`config.mk`:
```
export PLATFORM = sky130hd
export DESIGN_NAME = pipe_hazard_sched
export DESIGN_NICKNAME = d
export VERILOG_FILES = /design/src/rtl/pipe_pkg.sv /design/src/rtl/pipe_fwd_sel.sv /design/src/rtl/pipe_hazard_sched.sv
export SDC_FILE = /design/constraint.sdc
export NUM_CORES = 1
export LEC_CHECK = 0
export CORE_MARGIN = 1.5
export CORE_UTILIZATION = 35
export CTS_CLUSTER_DIAMETER = 150
export DETAILED_ROUTE_END_ITERATION = 8
export PLACE_DENSITY_LB_ADDON = 0.2
export SYNTH_ARGS = -nofsm -noshare
export SYNTH_HDL_FRONTEND = slang
export SYNTH_SLANG_ARGS = --single-unit
```
`constraint.sdc`:
```
create_clock -name CLK -period 1.9 [get_ports CLK]
set_input_delay 0.285 -clock CLK [delete_from_list [all_inputs] [get_ports CLK]]
set_output_delay 0.285 -clock CLK [all_outputs]
set_load 0.05 [all_outputs]
```
`src/rtl/pipe_pkg.sv`:
```
// Shared types and constants for the RV32I pipeline hazard scheduler:
// scheduler FSM states, forwarding-source encodings and register address width.
package pipe_pkg;

  localparam int REG_AW = 5;

  typedef enum logic [1:0] {
    RUN      = 2'd0,
    MEM_WAIT = 2'd1,
    FLUSH    = 2'd2
  } state_t;

  localparam logic [1:0] FWD_RF  = 2'b00;
  localparam logic [1:0] FWD_MEM = 2'b01;
  localparam logic [1:0] FWD_WB  = 2'b10;

endpackage

```
`src/rtl/pipe_fwd_sel.sv`:
```
// Per-source bypass selection: picks MEM over WB when both write the register ID reads.
// Register x0 never matches, so a zero source always reads the register file.
module pipe_fwd_sel #(
  parameter int AW = pipe_pkg::REG_AW
) (
  input  logic [AW-1:0] rs,
  input  logic [AW-1:0] mem_rd,
  input  logic          mem_we,
  input  logic [AW-1:0] wb_rd,
  input  logic          wb_we,
  output logic [1:0]    fwd
);
  import pipe_pkg::*;

  always_comb begin
    fwd = FWD_RF;
    if (rs != '0) begin
      if (mem_we && (mem_rd == rs)) begin
        fwd = FWD_MEM;
      end else if (wb_we && (wb_rd == rs)) begin
        fwd = FWD_WB;
      end
    end
  end

endmodule

```
`src/rtl/pipe_hazard_sched.sv`:
```
// Stall/flush/forward scheduler for the 5-stage RV32I pipeline plus retired-instruction counter.
// Define FORWARDING_EN to enable MEM/WB bypassing; otherwise every RAW hazard stalls.
module pipe_hazard_sched #(
  parameter int CNT_W  = 32,
  parameter int REG_AW = pipe_pkg::REG_AW
) (
  input  logic              CLK,
  input  logic              RST,
  input  logic [REG_AW-1:0] ID_RS1,
  input  logic [REG_AW-1:0] ID_RS2,
  input  logic [1:0]        ID_USE,
  input  logic [REG_AW-1:0] EX_RD,
  input  logic              EX_RF_WE,
  input  logic              EX_IS_LOAD,
  input  logic [REG_AW-1:0] MEM_RD,
  input  logic              MEM_RF_WE,
  input  logic [REG_AW-1:0] WB_RD,
  input  logic              WB_RF_WE,
  input  logic              WB_NUM_CHECK,
  input  logic              EX_REDIRECT,
  input  logic              D_MEM_REQ,
  input  logic              D_MEM_READY,
  output logic              PC_WE,
  output logic              IFID_WE,
  output logic              IFID_FLUSH,
  output logic              IDEX_FLUSH,
  output logic              PIPE_HOLD,
  output logic [1:0]        FWD_A,
  output logic [1:0]        FWD_B,
  output logic [CNT_W-1:0]  RETIRED
);
  import pipe_pkg::*;

`ifdef FORWARDING_EN
  localparam logic FWD_ON = 1'b1;
`else
  localparam logic FWD_ON = 1'b0;
`endif

  state_t     state, state_nxt;
  logic [1:0] fwd_a_sel, fwd_b_sel;
  logic       rs1_used, rs2_used;
  logic       ex_hit, ex_stall, raw_stall, stall, mem_hold;

  pipe_fwd_sel #(.AW(REG_AW)) u_fwd_a (
    .rs     (ID_RS1),
    .mem_rd (MEM_RD),
    .mem_we (MEM_RF_WE),
    .wb_rd  (WB_RD),
    .wb_we  (WB_RF_WE),
    .fwd    (fwd_a_sel)
  );

  pipe_fwd_sel #(.AW(REG_AW)) u_fwd_b (
    .rs     (ID_RS2),
    .mem_rd (MEM_RD),
    .mem_we (MEM_RF_WE),
    .wb_rd  (WB_RD),
    .wb_we  (WB_RF_WE),
    .fwd    (fwd_b_sel)
  );

  assign rs1_used = ID_USE[0] && (ID_RS1 != '0);
  assign rs2_used = ID_USE[1] && (ID_RS2 != '0);

  assign ex_hit = EX_RF_WE && (EX_RD != '0) &&
                  ((rs1_used && (EX_RD == ID_RS1)) || (rs2_used && (EX_RD == ID_RS2)));

  // Without bypassing, any producer still in flight (EX, MEM or WB) must stall ID.
  assign ex_stall  = ex_hit && (EX_IS_LOAD || !FWD_ON);
  assign raw_stall = !FWD_ON && ((rs1_used && (fwd_a_sel != FWD_RF)) ||
                                 (rs2_used && (fwd_b_sel != FWD_RF)));
  assign stall     = (ex_stall || raw_stall) && (state != FLUSH);

  // While waiting, the pipe stays frozen until the memory reports completion.
  assign mem_hold = (state == MEM_WAIT) ? !D_MEM_READY : (D_MEM_REQ && !D_MEM_READY);

`ifdef FORWARDING_EN
  assign FWD_A = RST ? FWD_RF : fwd_a_sel;
  assign FWD_B = RST ? FWD_RF : fwd_b_sel;
`else
  assign FWD_A = FWD_RF;
  assign FWD_B = FWD_RF;
`endif

  always_ff @(posedge CLK or posedge RST) begin
    if (RST) begin
      state <= RUN;
    end else begin
      state <= state_nxt;
    end
  end

  always_comb begin
    state_nxt  = RUN;
    PC_WE      = 1'b1;
    IFID_WE    = 1'b1;
    IFID_FLUSH = 1'b0;
    IDEX_FLUSH = 1'b0;
    PIPE_HOLD  = 1'b0;
    if (mem_hold) begin
      state_nxt = MEM_WAIT;
      PC_WE     = 1'b0;
      IFID_WE   = 1'b0;
      PIPE_HOLD = 1'b1;
    end else if (EX_REDIRECT) begin
      state_nxt  = FLUSH;
      IFID_FLUSH = 1'b1;
      IDEX_FLUSH = 1'b1;
    end else if (stall) begin
      PC_WE      = 1'b0;
      IFID_WE    = 1'b0;
      IDEX_FLUSH = 1'b1;
    end
    // Reset forces the idle output pattern even while a memory request is pending.
    if (RST) begin
      state_nxt  = RUN;
      PC_WE      = 1'b1;
      IFID_WE    = 1'b1;
      IFID_FLUSH = 1'b0;
      IDEX_FLUSH = 1'b0;
      PIPE_HOLD  = 1'b0;
    end
  end

  always_ff @(posedge CLK or posedge RST) begin
    if (RST) begin
      RETIRED <= '0;
    end else if (WB_NUM_CHECK && !PIPE_HOLD) begin
      RETIRED <= RETIRED + {{(CNT_W-1){1'b0}}, 1'b1};
    end
  end

endmodule

```
### Word level (Yosys, flattened, before mapping)

Index checks and enable logic that the tools add are counted.

| word-level totals | value |
|---|---|
| register bits | 34 |
| latch bits | 0 |
| memory bits (writable) | 0 |
| ROM bits | 0 |
| input bits | 37 |
| output and inout bits | 41 |
| logic and storage cells | 59 |
| memories kept | 0 |

| cells by class | value |
|---|---|
| add/sub/neg operators | 1 |
| $mul | 0 |
| divide/modulo/power cells | 0 |
| magnitude comparators | 0 |
| equality and inequality tests | 8 |
| shifts and indexed selects | 0 |
| mux-type cells | 23 |
| bitwise operators | 0 |
| reduce and logical (&&, ||, !) cells | 25 |

Operators by type and width:

| operator | count |
|---|---|
| adder 32 x 1 -> 32 bit, second input constant | 1 |
| == test 5 bit | 6 |
| two-way mux 2 bit | 9 |
| logical AND 1 bit | 15 |
| nonzero test 5 bit | 3 |
| two-way mux 1 bit | 14 |
| nonzero test 2 bit | 2 |
| logical OR 1 bit | 3 |
| == test 2 x 1 -> 1 bit, second input constant | 1 |
| zero test 1 bit | 2 |
| != test 2 bit, second input constant | 1 |

### Depth between registers and ports, before layout

Gate-level depths: netlist of run 1.

| logic depth | value |
|---|---|
| depth in word-level cells | 14 |
| gate-level depth with buffers | 6 |
| mapped depth without buffers | 6 |

### By module

Synthesis of run 1 repeated with hierarchy kept, for this count alone.

| second synthesis, totals | value |
|---|---|
| cells, all modules | 203 |
| area, all modules | 2059.5 um2 |

Modules (own cells, without submodules):

| module | times used | cells each | area an instance (um2) | sequential area each (um2) |
|---|---|---|---|---|
| pipe_hazard_sched | 1 | 167 | 1789.2 | 850.8 |
| pipe_fwd_sel | 2 | 18 | 135.1 | 0.0 |

### Worst setup path after synthesis of run 1

Ideal clock, no wire load.

| timing | value |
|---|---|
| path type | in2out |
| start | input port ID_RS2[1] |
| end | output port PC_WE |
| arrival time | 2.745 ns |
| data required time | 1.615 ns |
| setup slack | -1.130 ns |
| cell stages on the path | 6 |
| path buffers | 1 |
| cells stage by stage | or4_1 > o21ai_1 > or4_1 > a21oi_1 > o31ai_1 > buf_4 |

| on the way | value |
|---|---|
| word-level cells in the longest chain between the ends | 14 |
| elaborated cells between the ends (all ways) | 22 |
| those cells by class | 3 x eq/ne; 7 x mux; 12 x reduce/logical |

RTL lines:

| item | RTL line | RTL |
|---|---|---|
| from (decl) | pipe_hazard_sched.sv:10 | `input logic [REG_AW-1:0] ID_RS2,` |
| == test 5 bit | pipe_fwd_sel.sv:20 | `end else if (wb_we && (wb_rd == rs)) begin` |
| logical AND 1 bit | pipe_fwd_sel.sv:20 |  |
| two-way mux 2 bit | pipe_fwd_sel.sv:20 |  |
| two-way mux 2 bit | pipe_fwd_sel.sv:18 | `if (mem_we && (mem_rd == rs)) begin` |
| two-way mux 2 bit | pipe_fwd_sel.sv:17 | `if (rs != '0) begin` |
| nonzero test 2 bit | pipe_hazard_sched.sv:72 | `(rs2_used && (fwd_b_sel != FWD_RF)));` |
| logical AND 1 bit | pipe_hazard_sched.sv:72 |  |
| logical OR 1 bit | pipe_hazard_sched.sv:71 | `assign raw_stall = !FWD_ON && ((rs1_used && (fwd_a_sel != FWD_RF)) \|\|` |
| logical OR 1 bit (*) | pipe_hazard_sched.sv:73 | `assign stall = (ex_stall \|\| raw_stall) && (state != FLUSH);` |
| logical AND 1 bit (*) | pipe_hazard_sched.sv:73 |  |
| two-way mux 1 bit (*) (4 in a row) | n/a |  |
| to (decl) | pipe_hazard_sched.sv:23 | `output logic PC_WE,` |

Every way passes the cells marked *; elsewhere a longest branch is shown, timed or not.

### Worst setup path in the final report of run 1

| timing | value |
|---|---|
| start | input port ID_RS2[2] |
| end | output port IFID_WE |

| on the way | value |
|---|---|
| word-level cells in the longest chain between the ends | 14 |
| elaborated cells between the ends (all ways) | 22 |
| those cells by class | 3 x eq/ne; 7 x mux; 12 x reduce/logical |

RTL lines:

| item | RTL line | RTL |
|---|---|---|
| == test 5 bit | pipe_fwd_sel.sv:20 |  |
| logical AND 1 bit | pipe_fwd_sel.sv:20 |  |
| two-way mux 2 bit | pipe_fwd_sel.sv:20 |  |
| two-way mux 2 bit | pipe_fwd_sel.sv:18 |  |
| two-way mux 2 bit | pipe_fwd_sel.sv:17 |  |
| nonzero test 2 bit | pipe_hazard_sched.sv:72 |  |
| logical AND 1 bit | pipe_hazard_sched.sv:72 |  |
| logical OR 1 bit | pipe_hazard_sched.sv:71 |  |
| logical OR 1 bit (*) | pipe_hazard_sched.sv:73 |  |
| logical AND 1 bit (*) | pipe_hazard_sched.sv:73 |  |
| two-way mux 1 bit (*) | pipe_hazard_sched.sv:110 | `end else if (stall) begin` |
| two-way mux 1 bit (*) | pipe_hazard_sched.sv:106 | `end else if (EX_REDIRECT) begin` |
| two-way mux 1 bit (*) | pipe_hazard_sched.sv:101 | `if (mem_hold) begin` |
| two-way mux 1 bit (*) | pipe_hazard_sched.sv:116 | `if (RST) begin` |
| to (decl) | pipe_hazard_sched.sv:24 | `output logic IFID_WE,` |

Marked as above.

==> impl_metrics.csv, run 1 <==
group,metric,value,unit
outcome,status,"finished, violations left",
outcome,violations,"negative setup slack",
timing,timing.slew.headroom,0.666,
critical_path,startpoint_type,"primary input",
hold_path,worstHoldPathCells,1,
critical_path,crit_slowest_cell,"or4_4",
timing,skew,0.00839,ns
yosys,yosys-top-cells-area,"dfrtp_1, xor2_1, xnor2_1",
timing,max_freq,468,MHz
critical_path,crit_required,1.62,ns
yosys,synth_edf_count,0,
clock_tree,cts_tree,"built",
timing,period_share,1.13,
critical_path,r2r_slack,0.17,ns
route,drc,0,
cells_and_area,drive_gt1_frac,0.300,
critical_path,path_cells,"buf_8 > or4_4 > o21ai_2 > buf_4 > o22ai_4 > o31ai_4 > buf_12",
hold_path,worstHoldPathType,"flop to flop",
timing,rsz0062_at_grt,"yes",
route,num_vias,1780,
route,wl_per_cell,13.7,um
route,routed_wl,5120,um
place,hpwl,3970,um
route,postRouteAntennaNets,0,
power_and_ir_drop,peakVddDrop,0.000573,V
cells_and_area,nNetsFinal,340,
clock_tree,numClockSinks,34,
global_route,antenna_found_initial,0,
critical_path,cpPeakStageDelay,0.52,ns
clock_tree,path_clk_slew,0.07,ns
die,rows,27,
critical_path,rr_worst_depth,5,
hold_path,whs_endpoint,"RETIRED[31]$_DFFE_PP0P_",
critical_path,critPathArrivalTime,1.85,ns
cells_and_area,final_util,0.582,
clock_tree,cts-buffers-inserted,5,
global_route,grt_first_pass_wirelength,8260,um
clock_tree,cts_buffer_depth,2,
critical_path,crit_path_end_kind,"output pin",
yosys,synthTopCellsByCount,"dfrtp_1, xor2_1, xnor2_1",
die,start_util,0.369,
hold_path,hold_start,"RETIRED[31]$_DFFE_PP0P_",
global_route,grt_max_degree,35,
job,maxCapViolations,0,
die,die_h,79.7,um
global_route,groute.usage.overall,0.170,
place,port_buffers,72,
clock_tree,cts_hold_buffers,0,
timing,finalSetupViolCount,3,
die,fp.dieArea,0.00635,mm2
yosys,synthArstFlopShare,1.00,
yosys,syn_inst,200,
timing,hold_viol,0,
yosys,yosysMostFrequentCell,"dfrtp_1",
yosys,synth_top_area_cell,"dfrtp_1",
cells_and_area,area_growth,57.8,%
yosys,ys_warn_count,0,
yosys,yosysTopAreaCellShare,0.414,
yosys,synth_seq_area_share,0.414,
timing,period_minus_slack,2.14,ns
timing,worst_slack,-0.238,ns
critical_path,timing.rr.end,"RETIRED[25]$_DFFE_PP0P_",
place,placed_cell_area,0.00308,mm2
critical_path,crit_path_max_fanout,3,
timing,slew_viol_final,0,
route,dr.pass1.iters,4,
timing,whs,0.472,ns
clock_tree,ctsRootBufferMaster,"clkbuf_8",
critical_path,path_class,"primary input to output pin",
cells_and_area,n_antenna_cell,0,
yosys,yosys_register_bits,34,
global_route,grt_pass1_vias,1757,
critical_path,worstReg2RegStart,"RETIRED[7]$_DFFE_PP0P_",
power_and_ir_drop,total_leakage_power,1.47,nW
route,routed_via_density,4.75,
clock_tree,clk_latency,0.29,ns
timing,worstMarginPinSlew,0.499,ns
clock_tree,h-tree-depth,2,
die,io_pins,78,
yosys,yosys_most_used_dff,"dfrtp_1",
yosys,avgSynthCellArea,10.3,um2
place,place.gp.congestion,0.825,
cells_and_area,instances_no_fill,375,
power_and_ir_drop,power_density,763,mW/mm2
global_route,overflow,0,
cells_and_area,fin_area,0.00325,mm2
critical_path,setup.worst_path.start,"ID_RS2[2]",
die,die-width,79.7,um
yosys,synth_cell_types,34,
die,core,0.00557,mm2
place,dpl.cell_count,365,
yosys,synth_area,0.00206,mm2
route,drt_iter0_markers,61,
[registers in the layout (all words and copies together), names as in the netlist]
register and cells:
state 2, RETIRED 32
[power by group]
part | internal [mW] | leakage, nW | switching [mW]
Clock | 0.428 | 0.0585 | 0.280
Combinational | 0.342 | 0.973 | 0.534
Sequential | 0.804 | 0.441 | 0.0879
Total | 1.57 | 1.47 | 0.902
[critical path: cells and delay by family]
kind | cells | cell delay [ns]
AOI/OAI and AO/OA | 3 | 0.62
and+or+nand+nor | 1 | 0.52
buffers and inverters | 3 | 0.42
[cells in the final DEF, fill, tap and decap left out, drive strengths merged, types with 3 or more instances in the layout]
cell | Yosys | final
nor4 | 6 | 6
nand2 | 15 | 15
nor2 | 11 | 11
nand4 | 8 | 8
xor2 | 31 | 31
or4 | 6 | 6
conb | 1 | 4
clkbuf | 0 | 8
and3 | 3 | 3
o21ai | 3 | 3
and2 | 4 | 4
nand3 | 14 | 14
and4 | 5 | 5
dlygate4sd2 | 0 | 13
buf | 7 | 49
clkdlybuf4s50 | 0 | 33
dfrtp | 34 | 34
inv | 5 | 4
nand2b | 4 | 4
xnor2 | 30 | 30
[routing by layer]
| layer | vias up | GRT usage | routed length, um |
|---|---|---|---|
| li1 | 890 | - | - |
| met5 | - | 0 | 0 |
| met3 | 7 | 0.0400 | 296 |
| met4 | 0 | 0.0632 | 78 |
| met1 | 825 | 0.222 | 2330 |
| met2 | 58 | 0.272 | 2420 |
[how the worst max path moves through the flow]
stage | to | slack (ns) | depth (start not counted)
after CTS | IFID_WE | -0.23 | 7
after floorplan | PC_WE | -0.33 | 6
after detailed placement | IFID_WE | -0.61 | 7
after global routing | IFID_WE | -0.28 | 7
after global placement | IDEX_FLUSH | -0.62 | 8
final | IFID_WE | -0.24 | 7
[metrics by stage]
stage / power (mW) / worst slack, ns / setup TNS [ns]
floorplan: 1.41 / -0.334 / -0.422
global route: 2.60 / -0.283 / -0.814
finish: 2.48 / -0.238 / -0.690
detailed placement: 1.79 / -0.606 / -2.04
global placement: 1.79 / -0.624 / -1.98
CTS: 2.50 / -0.226 / -0.669
[final cells by class]
class                      instances  area [um2]
timing repair buffer              99         915
sequential                        34         861
clock buffer                       7        86.3
fill                             508        2330
clock inverter                     1        30.0
tap                               72        90.1
multi-input combinational        157        1240
inverter                           5        23.8
[repair_timing]
action | 4_1_cts | 5_1_grt
endpoints found under the setup margin | 5 | 12
pin swaps | 21 | 6
setup buffers | 2 | 1
hold endpoints to repair | 0 | 0
resized for setup | 89 | 8
[logic make-up (layout without fill, tap and decap cells)]
| logic type | count (synthesis) | count (layout) | share of synthesized area |
|---|---|---|---|
| and+or+nand+nor | 79 | 79 | 0.243 |
| AOI/OAI and AO/OA | 12 | 12 | 0.0408 |
| buffers and inverters | 12 | 112 | 0.0353 |
| xor gates and xnor gates | 61 | 61 | 0.260 |
| DFF | 34 | 34 | 0.414 |
| adders and majority gates | 1 | 1 | 0.00608 |
| other | 1 | 4 | 0.00182 |
Power figures use the tool's default switching activity.
==> run 2, diff against run 1 <==
- CORE_MARGIN: 1.5 -> not set
==> run 2 against run 1 <==
Clock skew down 0.0043 ns. The flow still finishes with violations (negative setup slack). Cell count decreased by 0.27%. Critical path type unchanged. Largest power group unchanged. Sequential cell count unchanged. Critical endpoint is now PC_WE.
==> impl_metrics.csv, run 2 (synthesis gave the netlist of run 1 again) <==
group,metric,value,unit
place,port_buffers,72,
cells_and_area,drive_gt1_frac,0.301,
route,drt_iter0_markers,47,
cells_and_area,nNetsFinal,340,
die,start_util,0.369,
critical_path,critPathArrivalTime,1.81,ns
route,num_vias,1787,
route,routed_via_density,4.78,
die,die_h,78.7,um
timing,max_freq,477,MHz
global_route,grt_max_degree,35,
die,rows,27,
global_route,overflow,0,
timing,finalSetupViolCount,3,
clock_tree,path_clk_slew,0.07,ns
clock_tree,cts_buffer_depth,2,
route,dr.pass1.iters,5,
die,io_pins,78,
route,dr_wl_met2,2580,um
power_and_ir_drop,power.total,2.44,mW
cells_and_area,n_antenna_cell,0,
job,maxCapViolations,0,
route,wl_met3,261,um
timing,period_share,1.10,
timing,rsz0062_at_grt,"yes",
clock_tree,cts_hold_buffers,0,
power_and_ir_drop,total_leakage_power,1.50,nW
clock_tree,post_cts_buffers,0,
power_and_ir_drop,power_density,751,mW/mm2
route,drc,0,
critical_path,startpoint_type,"primary input",
route,postRouteAntennaNets,0,
timing,hold_viol,0,
clock_tree,ctsRootBufferMaster,"clkbuf_8",
cells_and_area,reg_top3,"RETIRED: 32 flops, state: 2 flops",
outcome,violations,"negative setup slack",
hold_path,worstHoldPathType,"flop to flop",
timing,worstMarginPinSlew,0.513,ns
timing,timing.slew.headroom,0.657,
cells_and_area,regMostFlops,"RETIRED",
place,pre_cts_slack,-0.706,ns
cells_and_area,area_growth,58.2,%
global_route,grt_pass1_vias,1794,
power_and_ir_drop,peakVddDrop,0.000687,V
timing,worst_slack,-0.196,ns
cells_and_area,mostFrequentLayoutCells,"clkdlybuf4s50_1, xor2_1, xnor2_1",
timing,period_minus_slack,2.10,ns
timing,skew,0.00410,ns
global_route,groute.usage.overall,0.181,
route,wl_per_cell,14.1,um
cells_and_area,layout_commonest_cell,"clkdlybuf4s50_1",
route,m1WireLength,2350,um
critical_path,crit_path_max_fanout,2,
place,place.gp.congestion,0.823,
clock_tree,h-tree-depth,2,
place,hpwl,4120,um
timing,tns,-0.578,ns
outcome,status,"finished, violations left",
clock_tree,clk_latency,0.28,ns
cells_and_area,largest_register_ff_count,32,
route,maxUsedRoutingLayer,"met4",
critical_path,crit_required,1.62,ns
die,die-width,78.7,um
die,fp.dieArea,0.00619,mm2
critical_path,path_class,"primary input to output pin",
die,core,0.00557,mm2
global_route,grt_first_pass_wirelength,8600,um
global_route,antenna_found_initial,0,
route,routed_wl,5280,um
clock_tree,cts_tree,"built",
timing,slew_viol_final,0,
critical_path,crit_path_end_kind,"output pin",
clock_tree,numClockSinks,34,
clock_tree,cts-buffers-inserted,5,
## run 2: cell types whose count changed in the layout (fill, tap and decap cells not counted), moves of 2 or more
cell            delta
dlygate4sd2_1      -4
clkbuf_2           +2
buf_4              -2
buf_2              -3
dlymetal6s2s_1     +2
buf_6              +5
## run 2: repair_timing
item,in CTS,in global routing
pin swaps,18,8
endpoints found under the hold margin,0,0
resized for setup,87,18
endpoints found under the setup margin,4,12
## run 2: worst paths after layout
kind / cells past startpoint / slack (ns) / endpoint / from
max in group asynchronous: 4 / 0.99 / RETIRED[7]$_DFFE_PP0P_ / RST
setup / recovery: 7 / -0.20 / PC_WE / ID_RS1[1]
setup reg to reg: 5 / 0.20 / RETIRED[19]$_DFFE_PP0P_ / RETIRED[7]$_DFFE_PP0P_
min in group asynchronous: 4 / 0.57 / RETIRED[17]$_DFFE_PP0P_ / RST
hold / removal: 1 / 0.49 / RETIRED[22]$_DFFE_PP0P_ / RETIRED[22]$_DFFE_PP0P_
hold reg to reg: 1 / 0.49 / RETIRED[22]$_DFFE_PP0P_ / RETIRED[22]$_DFFE_PP0P_
## run 2: metrics by stage
stage | instances | util | hold WS (ns) | cell area, um2
2_1_floorplan | 203 | - | 0.426 | 2100
3_3_place_gp | 367 | 0.556 | 0.462 | 3100
3_5_place_dp | 367 | 0.556 | 0.475 | 3100
4_1_cts | 374 | 0.579 | 0.488 | 3230
5_1_grt | 374 | 0.584 | 0.507 | 3250
6_report | 374 | 0.584 | 0.486 | 3250
## run 2: where the power goes
group	leakage (nW)	switching (mW)	internal, mW
Combinational	1.01	0.531	0.343
Clock	0.0573	0.252	0.420
Sequential	0.441	0.0939	0.804
## run 2: metal layers
metal | vias to the layer above | track usage
met5 | - | 0
met4 | 0 | 0.0630
met3 | 9 | 0.0395
met2 | 53 | 0.296
met1 | 840 | 0.233
li1 | 885 | -
## run 2: area by class of cell
| cell class | instances | area, um2 |
|---|---|---|
| Fill cell | 497 | 2320 |
| Multi-Input combinational cell | 157 | 1230 |
| Timing Repair Buffer | 99 | 936 |
| Sequential cell | 34 | 861 |
| Tap cell | 72 | 90.1 |
| Clock buffer | 6 | 82.6 |
| Clock inverter | 1 | 30.0 |
| Inverter | 5 | 21.3 |
## run 2: critical path, stage by stage
cell     delay (ns)
buf_6          0.09
or4_4          0.54
o21ai_4        0.18
or4_4          0.16
a21oi_4        0.07
o31ai_4        0.29
buf_12         0.18
==> run 3, diff against run 2 <==
- clock period: 1.9 -> 2.65 ns (I/O delays scaled with it)
==> run 3 against run 2 <==
The run now ends clean. Clock skew up 0.0013 ns. Hold slack worse by 0.014 ns. Sequential share of layout area up 0.91 points. First-iteration DRC count grew 49%. Worst setup slack better by 0.29 ns. Global-route usage is 1.3 points lower. Clock power is 28% lower. Total power fell by 30%. Largest cell class unchanged. Highest routed layer unchanged.
==> impl_metrics.csv, run 3 (synthesis gave the netlist of run 1 again) <==
group,metric,value,unit
route,dr.pass1.iters,4,
die,die_h,78.7,um
power_and_ir_drop,switching_share,0.357,
cells_and_area,nNetsFinal,326,
cells_and_area,layout_commonest_cell,"clkdlybuf4s50_1",
cells_and_area,regMostFlops,"RETIRED",
timing,skew,0.00538,ns
route,routed_via_density,4.77,
clock_tree,clk_latency,0.28,ns
power_and_ir_drop,total_leakage_power,1.37,nW
clock_tree,cts_hold_buffers,0,
clock_tree,ctsRootBufferMaster,"clkbuf_8",
die,io_pins,78,
route,drt_iter0_markers,70,
critical_path,crit_path_max_fanout,3,
critical_path,endpoint,"IDEX_FLUSH",
cells_and_area,mostFrequentLayoutCells,"clkdlybuf4s50_1, dfrtp_1, xor2_1",
cells_and_area,area_growth,51.2,%
clock_tree,h-tree-depth,2,
timing,period_minus_slack,2.56,ns
power_and_ir_drop,clockPowerShare,0.282,
power_and_ir_drop,power.total,1.72,mW
place,port_buffers,72,
timing,whs,0.471,ns
clock_tree,cts_tree,"built",
route,routed_wl,4810,um
die,die-width,78.7,um
timing,worstMarginPinSlew,0.533,ns
route,wl_per_cell,13.3,um
critical_path,crit_path_end_kind,"output pin",
timing,timing.slew.headroom,0.644,
die,start_util,0.369,
power_and_ir_drop,power.internal,1.10,mW
place,place.gp.congestion,0.878,
global_route,groute.usage.overall,0.167,
clock_tree,cts_buffer_depth,2,
route,postRouteAntennaNets,0,
power_and_ir_drop,comb_power_share,0.340,
cells_and_area,largest_register_ff_count,32,
timing,worst_slack,0.0890,ns
critical_path,crit_required,2.25,ns
hold_path,worstHoldPathType,"flop to flop",
power_and_ir_drop,power_density,553,mW/mm2
die,rows,27,
global_route,grt_first_pass_wirelength,8070,um
die,fp.dieArea,0.00619,mm2
timing,hold_viol,0,
critical_path,setup.worst_path.start,"ID_RS2[2]",
power_and_ir_drop,peakVddDrop,0.000420,V
timing,rsz0062_at_grt,"no",
critical_path,path_class,"primary input to output pin",
place,hpwl,3800,um
critical_path,timing.rr.end,"RETIRED[29]$_DFFE_PP0P_",
cells_and_area,drive_gt1_frac,0.156,
outcome,status,"finished, final reports clean",
critical_path,critPathArrivalTime,2.16,ns
critical_path,rr_worst_depth,5,
cells_and_area,instances_no_fill,360,
place,pre_cts_slack,-0.134,ns
timing,finalSetupViolCount,0,
route,num_vias,1718,
cells_and_area,n_antenna_cell,0,
critical_path,worstReg2RegStart,"RETIRED[3]$_DFFE_PP0P_",
power_and_ir_drop,p_sw,0.614,mW
die,core,0.00557,mm2
critical_path,r2r_slack,0.79,ns
global_route,overflow,0,
cells_and_area,reg_top3,"RETIRED: 32 flops, state: 2 flops",
route,drc,0,
global_route,grt_pass1_vias,1648,
clock_tree,path_clk_slew,0.07,ns
global_route,grt_max_degree,35,
power_and_ir_drop,seqPwrFrac,0.378,
critical_path,startpoint_type,"primary input",
clock_tree,cts-buffers-inserted,5,
clock_tree,numClockSinks,34,
place,dpl.cell_count,353,
timing,period_share,0.966,
global_route,antenna_found_initial,0,
timing,slew_viol_final,0,
job,maxCapViolations,0,
timing,max_freq,390,MHz
## run 3: cell types whose count changed in the layout (fill, tap and decap cells not counted), sizes merged
cell,previous run,this run
buf,48,18
clkbuf,9,6
clkdlybuf4s50,33,53
clkdlybuf4s15,3,0
dlymetal6s2s,3,0
dlygate4sd2,9,14
## run 3: metal layers
layer | wire [um] | vias to the layer above | track usage | share of wire
li1 | - | 857 | - | -
met1 | 2350 | 808 | 0.237 | 0.49
met2 | 2230 | 51 | 0.256 | 0.46
met3 | 221 | 2 | 0.0360 | 0.046
met4 | 9 | 0 | 0.0444 | 0.0019
met5 | 0 | - | 0 | 0
## run 3: timing repair
| item | CTS | global route |
|---|---|---|
| resized for setup | 24 | 0 |
| setup endpoints to repair | 3 | 3 |
| setup buffers | 0 | 0 |
| pin swaps | 5 | 3 |
## run 3: how the worst min path moves through the flow
stage                     slack, ns                    start                       to  depth (start not counted)
after global placement         0.46  RETIRED[31]$_DFFE_PP0P_  RETIRED[31]$_DFFE_PP0P_                          1
final                          0.47  RETIRED[31]$_DFFE_PP0P_  RETIRED[31]$_DFFE_PP0P_                          1
after floorplan                0.54                      RST   RETIRED[0]$_DFFE_PP0P_                          1
after detailed placement       0.46  RETIRED[31]$_DFFE_PP0P_  RETIRED[31]$_DFFE_PP0P_                          1
after global routing           0.49  RETIRED[31]$_DFFE_PP0P_  RETIRED[31]$_DFFE_PP0P_                          1
after CTS                      0.48  RETIRED[31]$_DFFE_PP0P_  RETIRED[31]$_DFFE_PP0P_                          1
## run 3: layout make-up
type,instances,area (um2)
Multi-Input combinational cell,157,1200
Tap cell,72,90.1
Clock buffer,6,82.6
Fill cell,506,2460
Timing Repair Buffer,85,838
Clock inverter,1,30.0
Inverter,5,18.8
Sequential cell,34,851
## run 3: critical path, stage by stage
cell and delay, ns:
dlygate4sd2_1 0.27, buf_4 0.14, xnor2_1 0.13, nand3_1 0.10
or4_4 0.56, a21oi_4 0.20, o311a_1 0.21, buf_12 0.15
## run 3: stage by stage
| stage | setup TNS, ns | cell area, um2 | util |
|---|---|---|---|
| CTS | 0 | 3110 | 0.558 |
| floorplan | 0 | 2080 | - |
| global placement | -0.271 | 2970 | 0.534 |
| global route | 0 | 3110 | 0.558 |
| detailed placement | -0.314 | 2970 | 0.534 |
| finish | 0 | 3110 | 0.558 |
## run 3: power by group through the flow
| stage | registers [mW] | clock network, mW | logic [mW] |
|---|---|---|---|
| final | 0.649 | 0.484 | 0.585 |
| after global placement | 0.657 | 0 | 0.582 |
| after floorplan | 0.823 | 0 | 0.180 |
| after global routing | 0.659 | 0.523 | 0.618 |
| after CTS | 0.650 | 0.493 | 0.590 |
| after detailed placement | 0.657 | 0 | 0.589 |
